**src/rtl/host_ctrl_bridge.sv**
```systemverilog
// rtl/host_ctrl_bridge.sv - host command bridge to root write/read ports with a 2-entry result buffer
module host_ctrl_bridge #(
   parameter int ADDR_W  = 16,
   parameter int DATA_W  = 16,
   parameter int RD_W    = 28,
   parameter int MAX_OUT = 8
) (
   input  logic              clk,
   input  logic              rst,
   input  logic              cmd_valid,
   output logic              cmd_ready,
   input  logic [1:0]        cmd_op,
   input  logic [ADDR_W-1:0] cmd_addr,
   input  logic [DATA_W-1:0] cmd_data,
   output logic              rsp_valid,
   input  logic              rsp_ready,
   output logic [31:0]       rsp_data,
   output logic              done_flag,
   input  logic              irq_clear,
   output logic              ovf_err,
   output logic              write_en,
   output logic [ADDR_W-1:0] write_addr,
   output logic [DATA_W-1:0] write_data,
   input  logic              write_rdy,
   output logic              read_en,
   output logic [ADDR_W-1:0] read_addr,
   input  logic              read_rdy,
   input  logic              read_data_vld,
   input  logic [RD_W-1:0]   read_data,
   output logic              read_data_rdy,
   input  logic              interrupt
);
   localparam int CNT_W = $clog2(MAX_OUT) + 1;

   typedef enum logic [2:0] {IDLE, ISSUE_WR, ISSUE_RD, ISSUE_START, BUSY} state_t;

   state_t                    state_q, state_d;
   logic [CNT_W-1:0]          out_cnt_q, out_cnt_d;
   logic                      write_en_q, write_en_d;
   logic                      read_en_q, read_en_d;
   logic [ADDR_W-1:0]         write_addr_q, write_addr_d;
   logic [DATA_W-1:0]         write_data_q, write_data_d;
   logic [ADDR_W-1:0]         read_addr_q, read_addr_d;
   logic [1:0][RD_W-1:0]      fifo_q, fifo_d;
   logic                      rd_ptr_q, rd_ptr_d;
   logic                      wr_ptr_q, wr_ptr_d;
   logic [1:0]                fifo_cnt_q, fifo_cnt_d;
   logic                      done_q, done_d;
   logic                      ovf_q, ovf_d;

   logic cmd_fire, rd_fire, pop, push, pop_dec;

   // Handshake qualifiers; ready outputs are held low while reset is applied
   assign cmd_ready     = !rst && (state_q == IDLE) && (out_cnt_q < CNT_W'(MAX_OUT));
   assign read_data_rdy = !rst && (({1'b0, fifo_cnt_q} + {2'b00, read_data_vld}) < 3'd2);
   assign rsp_valid     = (fifo_cnt_q != 2'd0);
   assign rsp_data      = rsp_valid ? {{(32-RD_W){1'b0}}, fifo_q[rd_ptr_q]} : 32'd0;
   assign cmd_fire      = cmd_valid && cmd_ready;
   assign rd_fire       = read_en_q && read_rdy;
   assign pop           = rsp_valid && rsp_ready;
   assign pop_dec       = pop && (out_cnt_q != '0);
   assign push          = read_data_vld && ((fifo_cnt_q != 2'd2) || pop);

   assign write_en   = write_en_q;
   assign write_addr = write_addr_q;
   assign write_data = write_data_q;
   assign read_en    = read_en_q;
   assign read_addr  = read_addr_q;
   assign done_flag  = done_q;
   assign ovf_err    = ovf_q;

   // Next-state for the command FSM, root strobes, result buffer and status flags
   always_comb begin
      state_d      = state_q;
      write_en_d   = write_en_q;
      read_en_d    = read_en_q;
      write_addr_d = write_addr_q;
      write_data_d = write_data_q;
      read_addr_d  = read_addr_q;
      fifo_d       = fifo_q;
      rd_ptr_d     = rd_ptr_q;
      wr_ptr_d     = wr_ptr_q;
      out_cnt_d    = out_cnt_q;

      case (state_q)
         IDLE: begin
            if (cmd_fire) begin
               case (cmd_op)
                  2'b00: begin
                     write_addr_d = cmd_addr;
                     write_data_d = cmd_data;
                     write_en_d   = 1'b1;
                     state_d      = ISSUE_WR;
                  end
                  2'b01: begin
                     read_addr_d = cmd_addr;
                     read_en_d   = 1'b1;
                     state_d     = ISSUE_RD;
                  end
                  2'b10:   state_d = ISSUE_START;
                  default: state_d = IDLE;
               endcase
            end
         end
         ISSUE_WR: begin
            if (write_rdy) begin
               write_en_d = 1'b0;
               state_d    = IDLE;
            end
         end
         ISSUE_RD: begin
            if (read_rdy) begin
               read_en_d = 1'b0;
               state_d   = IDLE;
            end
         end
         ISSUE_START: begin
            // start only once every issued read has been delivered to the host
            if (!write_en_q) begin
               if ((out_cnt_q == '0) && (fifo_cnt_q == 2'd0)) begin
                  write_en_d   = 1'b1;
                  write_addr_d = '1;
                  write_data_d = '0;
               end
            end else if (write_rdy) begin
               write_en_d = 1'b0;
               state_d    = BUSY;
            end
         end
         BUSY: begin
            if (interrupt) state_d = IDLE;
         end
         default: state_d = IDLE;
      endcase

      if (push) begin
         fifo_d[wr_ptr_q] = read_data;
         wr_ptr_d         = ~wr_ptr_q;
      end
      if (pop) rd_ptr_d = ~rd_ptr_q;
      fifo_cnt_d = fifo_cnt_q + {1'b0, push} - {1'b0, pop};

      if (rd_fire && !pop_dec && (out_cnt_q < CNT_W'(MAX_OUT)))
         out_cnt_d = out_cnt_q + CNT_W'(1);
      else if (pop_dec && !rd_fire)
         out_cnt_d = out_cnt_q - CNT_W'(1);

      done_d = interrupt || (done_q && !irq_clear);
      ovf_d  = ovf_q || (read_data_vld && !push);
   end

   // State registers with asynchronous reset
   always_ff @(posedge clk or posedge rst) begin
      if (rst) begin
         state_q      <= IDLE;
         out_cnt_q    <= '0;
         write_en_q   <= 1'b0;
         read_en_q    <= 1'b0;
         write_addr_q <= '0;
         write_data_q <= '0;
         read_addr_q  <= '0;
         fifo_q       <= '0;
         rd_ptr_q     <= 1'b0;
         wr_ptr_q     <= 1'b0;
         fifo_cnt_q   <= 2'd0;
         done_q       <= 1'b0;
         ovf_q        <= 1'b0;
      end else begin
         state_q      <= state_d;
         out_cnt_q    <= out_cnt_d;
         write_en_q   <= write_en_d;
         read_en_q    <= read_en_d;
         write_addr_q <= write_addr_d;
         write_data_q <= write_data_d;
         read_addr_q  <= read_addr_d;
         fifo_q       <= fifo_d;
         rd_ptr_q     <= rd_ptr_d;
         wr_ptr_q     <= wr_ptr_d;
         fifo_cnt_q   <= fifo_cnt_d;
         done_q       <= done_d;
         ovf_q        <= ovf_d;
      end
   end
endmodule

```
**config.mk**
```make
export PLATFORM = sky130hd
export DESIGN_NAME = host_ctrl_bridge
export DESIGN_NICKNAME = d
export VERILOG_FILES = /design/src/rtl/host_ctrl_bridge.sv
export SDC_FILE = /design/constraint.sdc
export NUM_CORES = 1
export LEC_CHECK = 0
export ABC_AREA = 1
export CORE_ASPECT_RATIO = 0.5
export CORE_MARGIN = 10
export CORE_UTILIZATION = 35
export CTS_CLUSTER_SIZE = 40
export DETAILED_ROUTE_END_ITERATION = 7
export RECOVER_POWER = 100
export SLEW_MARGIN = 20
export SYNTH_ARGS = -nofsm -noshare
export SYNTH_HDL_FRONTEND = slang
export SYNTH_SLANG_ARGS = --single-unit
```
**constraint.sdc**
```tcl
create_clock -name clk -period 6.1 [get_ports clk]
set_input_delay 1.22 -clock clk [delete_from_list [all_inputs] [get_ports clk]]
set_output_delay 1.22 -clock clk [all_outputs]
set_load 0.02 [all_outputs]
```
After elaboration in Yosys (flattened, before gate mapping)

Index checks and enable logic that the tools add are counted.

Bits in registers: 119
Bits of input ports: 71
Output and inout port bits: 87
Logic and storage cells: 118

Add/subtract/negate cells: 5
$lt $le $gt $ge: 5
Equality and inequality tests: 17
Multiplexer cells: 37
Bitwise operators: 2
Reduce and logical (&&, ||, !) cells: 38

Operators with widths:

| cell                  | count |
|---|---|
| $mux W16              | 8 |
| $mux W28              | 4 |
| $pmux W16 S2          | 2 |
| $bwmux W56            | 1 |
| $demux W28 S1         | 1 |
| $mux W3               | 6 |
| $ne A2 B2 Y1 const B  | 9 |
| $logic_and A1 B1 Y1   | 15 |
| $pmux W3 S5           | 1 |
| $mux W1               | 9 |
| $mux W4               | 2 |
| $reduce_and A4 Y1     | 2 |
| $reduce_bool A2 Y1    | 4 |
| $eq A3 B2 Y1 const B  | 2 |
| $pmux W2 S3           | 1 |
| $reduce_and A6 Y1     | 1 |
| $logic_not A1 Y1      | 5 |
| $reduce_and A5 Y1     | 1 |
| $add A4 B1 Y4 const B | 1 |
| $logic_not A2 Y1      | 2 |
| $logic_not A4 Y1      | 1 |
| $lt A1 B2 Y1 const B  | 2 |
| $lt A4 B4 Y1 const B  | 1 |
| $ne A2 B1 Y1 const B  | 2 |
| other kinds (18)      | 21 |

Longest topological paths before layout

Depth in word-level cells: 7
Mapped depth: 13
Mapped depth without buffers: 13

Worst setup path before layout

Ideal clock, no wire load.

Path type: in2out
Start point: in rst
End point: out cmd_ready
Arrival: 4.376 ns
Data required time: 4.880 ns
Path slack: 0.504 ns
Stages: 3
Buffers on the path: 0
Cells stage by stage: inv_1 > nand2_1 > nor2_2

Cells in the longest elaborated chain, start to end: 3

Ends and longest elaborated chain:

| what                              | RTL line | text |
|---|---|---|
| start, declared                   | 9        | `input logic rst,` |
| $logic_not A1 Y1 (no source line) | -        |  |
| $logic_and A1 B1 Y1 (2 in a row)  | 54       | `assign cmd_ready = !rst && (state_q == IDLE) && (out_cnt_q < CNT_W'(MAX_OUT));` |
| end, declared                     | 11       | `output logic cmd_ready,` |

Every way passes these cells.

Worst setup path after layout

Same ends and word-level chain as after synthesis.

==> metrics.txt <==
vias per cell=4.57; final wirelength=around 15000 um; CTS root buffer=clkbuf_16; slowest CP cell=dlygate4sd3_1; storage element area=2980 um^2; most used cell, CP=dlygate4sd3_1; area share of xor/xnor cells in the synthesized design=0.787%; Starting Density=around 36%; met2 WL post-DR=about 7400 um; top cells by area, synth=dfrtp_1 (54%), nand2_1 (17%), o21ai_0 (4.8%); Synth top area share=between 50% and 60%; Critical Path End Type=output port; cell count after synthesis=678; DR iter-0 viols=approximately 180; Fillers=between 1k and 1.5k; largest family of logic cells by synthesized area=simple AND/OR/NAND/NOR gates; syn_area_per_cell=8.21 um^2; CP Data Arrival Time=~3.2 ns; fraction of layout cells with a size suffix above 1=under 10%; status=finished, violations left; Setup Skew=approximately 0.0075 ns; Skew-Pair Late Insertion Delay=0.40 ns; Setup WS pre-CTS=1.76 ns; post-DP HPWL=between 10000 and 15000 um; Setup CP Type=in2out; Clk pin slew, worst setup/hold paths=about 0.050 ns; PD cells=roughly 570 nW/um^2; routed len/inst=between 10 and 15 um; final worst-path cycle share=about three quarters; mux share of post-synthesis cell area=0%; multi-input logic area=roughly 2100 um^2; vias in the first global route=4810; initial antenna violation count=0; Seq/Total Area, Yosys=roughly 54%; kind of start point of the critical path=primary input; min Tclk post-route=~4.5 ns; Unique masters post-synth=32; grt ovf=0; IO Port Bufs=between 150 and 200; CP required=roughly 5 ns; Inserted Clock Buffers=17; CTS Hold Bufs=0; Synth Cell Area=roughly 5600 um^2; worst slew pin tran=2.78 ns; TritonCTS clock tree=done; met3 WL=approximately 900 um; simple-gate share of the synthesized area=between 20% and 30%; violated checks=max-capacitance violations, max-slew violations; post-synthesis compound-gate area fraction=about a tenth; largest net degree at the start of global routing=78; via count=roughly 4.7k; CP cell instances=dlygate4sd3_1 -> inv_4 -> nand2_1 -> nor2_2 -> dlygate4sd3_1; IO Pins=roughly 160; fin worst setup slack=approximately 1.6 ns; Synth Register Bits=119; global-route wire length before repair=between 20000 and 25000 um; maximum fanout along the worst path=45; All-Layer GR Usage=approximately 14%; post-CTS resize count=0; Fin Setup TNS=0 ns; Fin. Hold Viols=0; RSZ-0062 raised after global routing=false; Die Wd=slightly below 200 um; 1st-pass router iterations=4; GPL Wtd Cong=0.816; Hold Slack=around 0.46 ns; Chip Height=roughly 110 um; nets@finish=roughly 900; Max H-tree Level=4; Setup Viol. Count Final=0; routed metal-1 wirelength=a little under 7000 um; yosys warns=0; max layer used=met4; area grow syn2layout=41.1%; FMAX=0.225 GHz; HP Class=reg2reg; Slew headroom=-85.6%; DRC=0; Post-Synth Adder-Cell Area=slightly below 2%; leakage power total=4.01 nW; clock buffer depth=2; Inserted Diodes=0; remaining antenna violation count=0; row count=32; Core Box Area=approximately 15000 um^2; area leader, netlist=dfrtp_1; Max-Cap Viols=4; # clock sinks=about 120; full die area=21600 um^2; fin. max-slew vios=between 150 and 200; critical path's largest stage delay=0.68 ns; Post-CTS Setup Bufs=0; Peak VDD IR=between 0.2 and 0.25 mV
-- per-stage QoR --
stage                     utilization [%]  total power [W]  instances  cell area [um^2]
final                                50.7          0.00450       1035              7850
after floorplan                         -          0.00265        681              5580
after global placement               46.4          0.00351       1002              7190
after global routing                 50.7          0.00485       1035              7850
after detailed placement             46.4          0.00356       1002              7190
after CTS                            50.7          0.00470       1034              7850
-- state kept, by name, summed over array words and instances (netlist names) --
name	cells
fifo_cnt_q	2
wr_ptr_q	1
rd_ptr_q	1
read_addr	16
fifo_q	56
write_en	1
done_flag	1
state_q	3
read_en	1
write_data	16
ovf_err	1
write_addr	16
out_cnt_q	4
-- metal layers --
layer  GRT usage (%)  up-vias
met1            17.1     2243
met5               0        -
met2            23.7       79
met4            4.31        0
met3            4.92       11
li1                -     2399
-- critical path, delay by kind of cell --
family / cells / cell delay [ns]
buffers and inverters: 3 / 1.68
AND/OR/NAND/NOR: 2 / 0.31
-- synthesized netlist by cell type --
| cell | count |
|---|---|
| nand2_1 | 255 |
| dfrtp_1 | 119 |
| inv_1 | 68 |
| o21ai_0 | 53 |
| a21oi_1 | 29 |
| nand3_1 | 28 |
| o21ai_1 | 22 |
| nand3b_1 | 17 |
| clkbuf_1 | 15 |
| buf_2 | 11 |
| nor2_1 | 11 |
| buf_4 | 7 |
| ha_1 | 7 |
| nand4_1 | 4 |
| xor2_1 | 4 |
| buf_1 | 3 |
| buf_6 | 3 |
| inv_2 | 3 |
| nor2_2 | 3 |
| nand2_2 | 2 |
| nand2_4 | 2 |
| nand3_2 | 2 |
| a21oi_2 | 1 |
| a32oi_1 | 1 |
| conb_1 | 1 |
| fa_1 | 1 |
| nor2_4 | 1 |
| nor2_8 | 1 |
| o211ai_1 | 1 |
| o21bai_1 | 1 |
| or2_1 | 1 |
| xnor2_1 | 1 |
-- worst paths after layout --
kind | slack (ns) | endpoint | from | cells after the start
max | 1.65 | cmd_ready | rst | 5
min | 0.46 | write_data[2] | write_data[2] | 2
max reg2reg | 2.20 | write_data[0] | fifo_cnt_q[0] | 9
min reg2reg | 0.46 | write_data[2] | write_data[2] | 2
max in group asynchronous | 2.88 | read_addr[0] | rst | 4
min in group asynchronous | 1.37 | out_cnt_q[0] | rst | 2
-- final cells by class --
cell class              instances  share of cell area (%)
clock buffers                  17                    5.42
well taps                     204                    3.25
flip-flops and latches        119                    37.9
clock inverters                15                    3.04
inverters                      71                    3.43
multi-input cells             452                    26.9
repair buffers                157                    20.1
-- layout by cell type (no fill, tap or decap), types with 2 or more instances in the layout --
cell type and instances:
nand3_1 29, dfrtp_1 119, a21oi_1 30, clkbuf_16 17
xor2_1 4, clkbuf_1 2, inv_6 3, inv_2 3
o21ai_0 74, nand4_1 4, bufinv_16 5, nand2_2 2
ha_1 7, nand3b_1 17, inv_8 2, nor2_1 10
nor2_2 4, nand2_1 256, conb_1 4, clkinv_4 4
dlygate4sd3_1 85, inv_1 67, clkdlybuf4s50_1 68
-- power by group --
group,switching [W],internal (W)
clock network,0.000382,0.000737
registers,0.000211,0.00117
logic,0.00124,0.000769
-- cell families after synthesis --
| family | Yosys count |
|---|---|
| simple gates | 327 |
| flops | 119 |
| buf+inv | 110 |
| compound gates | 108 |
| fa+ha+maj | 8 |
| xor+xnor | 5 |
| other cells | 1 |
No activity file was read; power rests on OpenSTA's default activity.
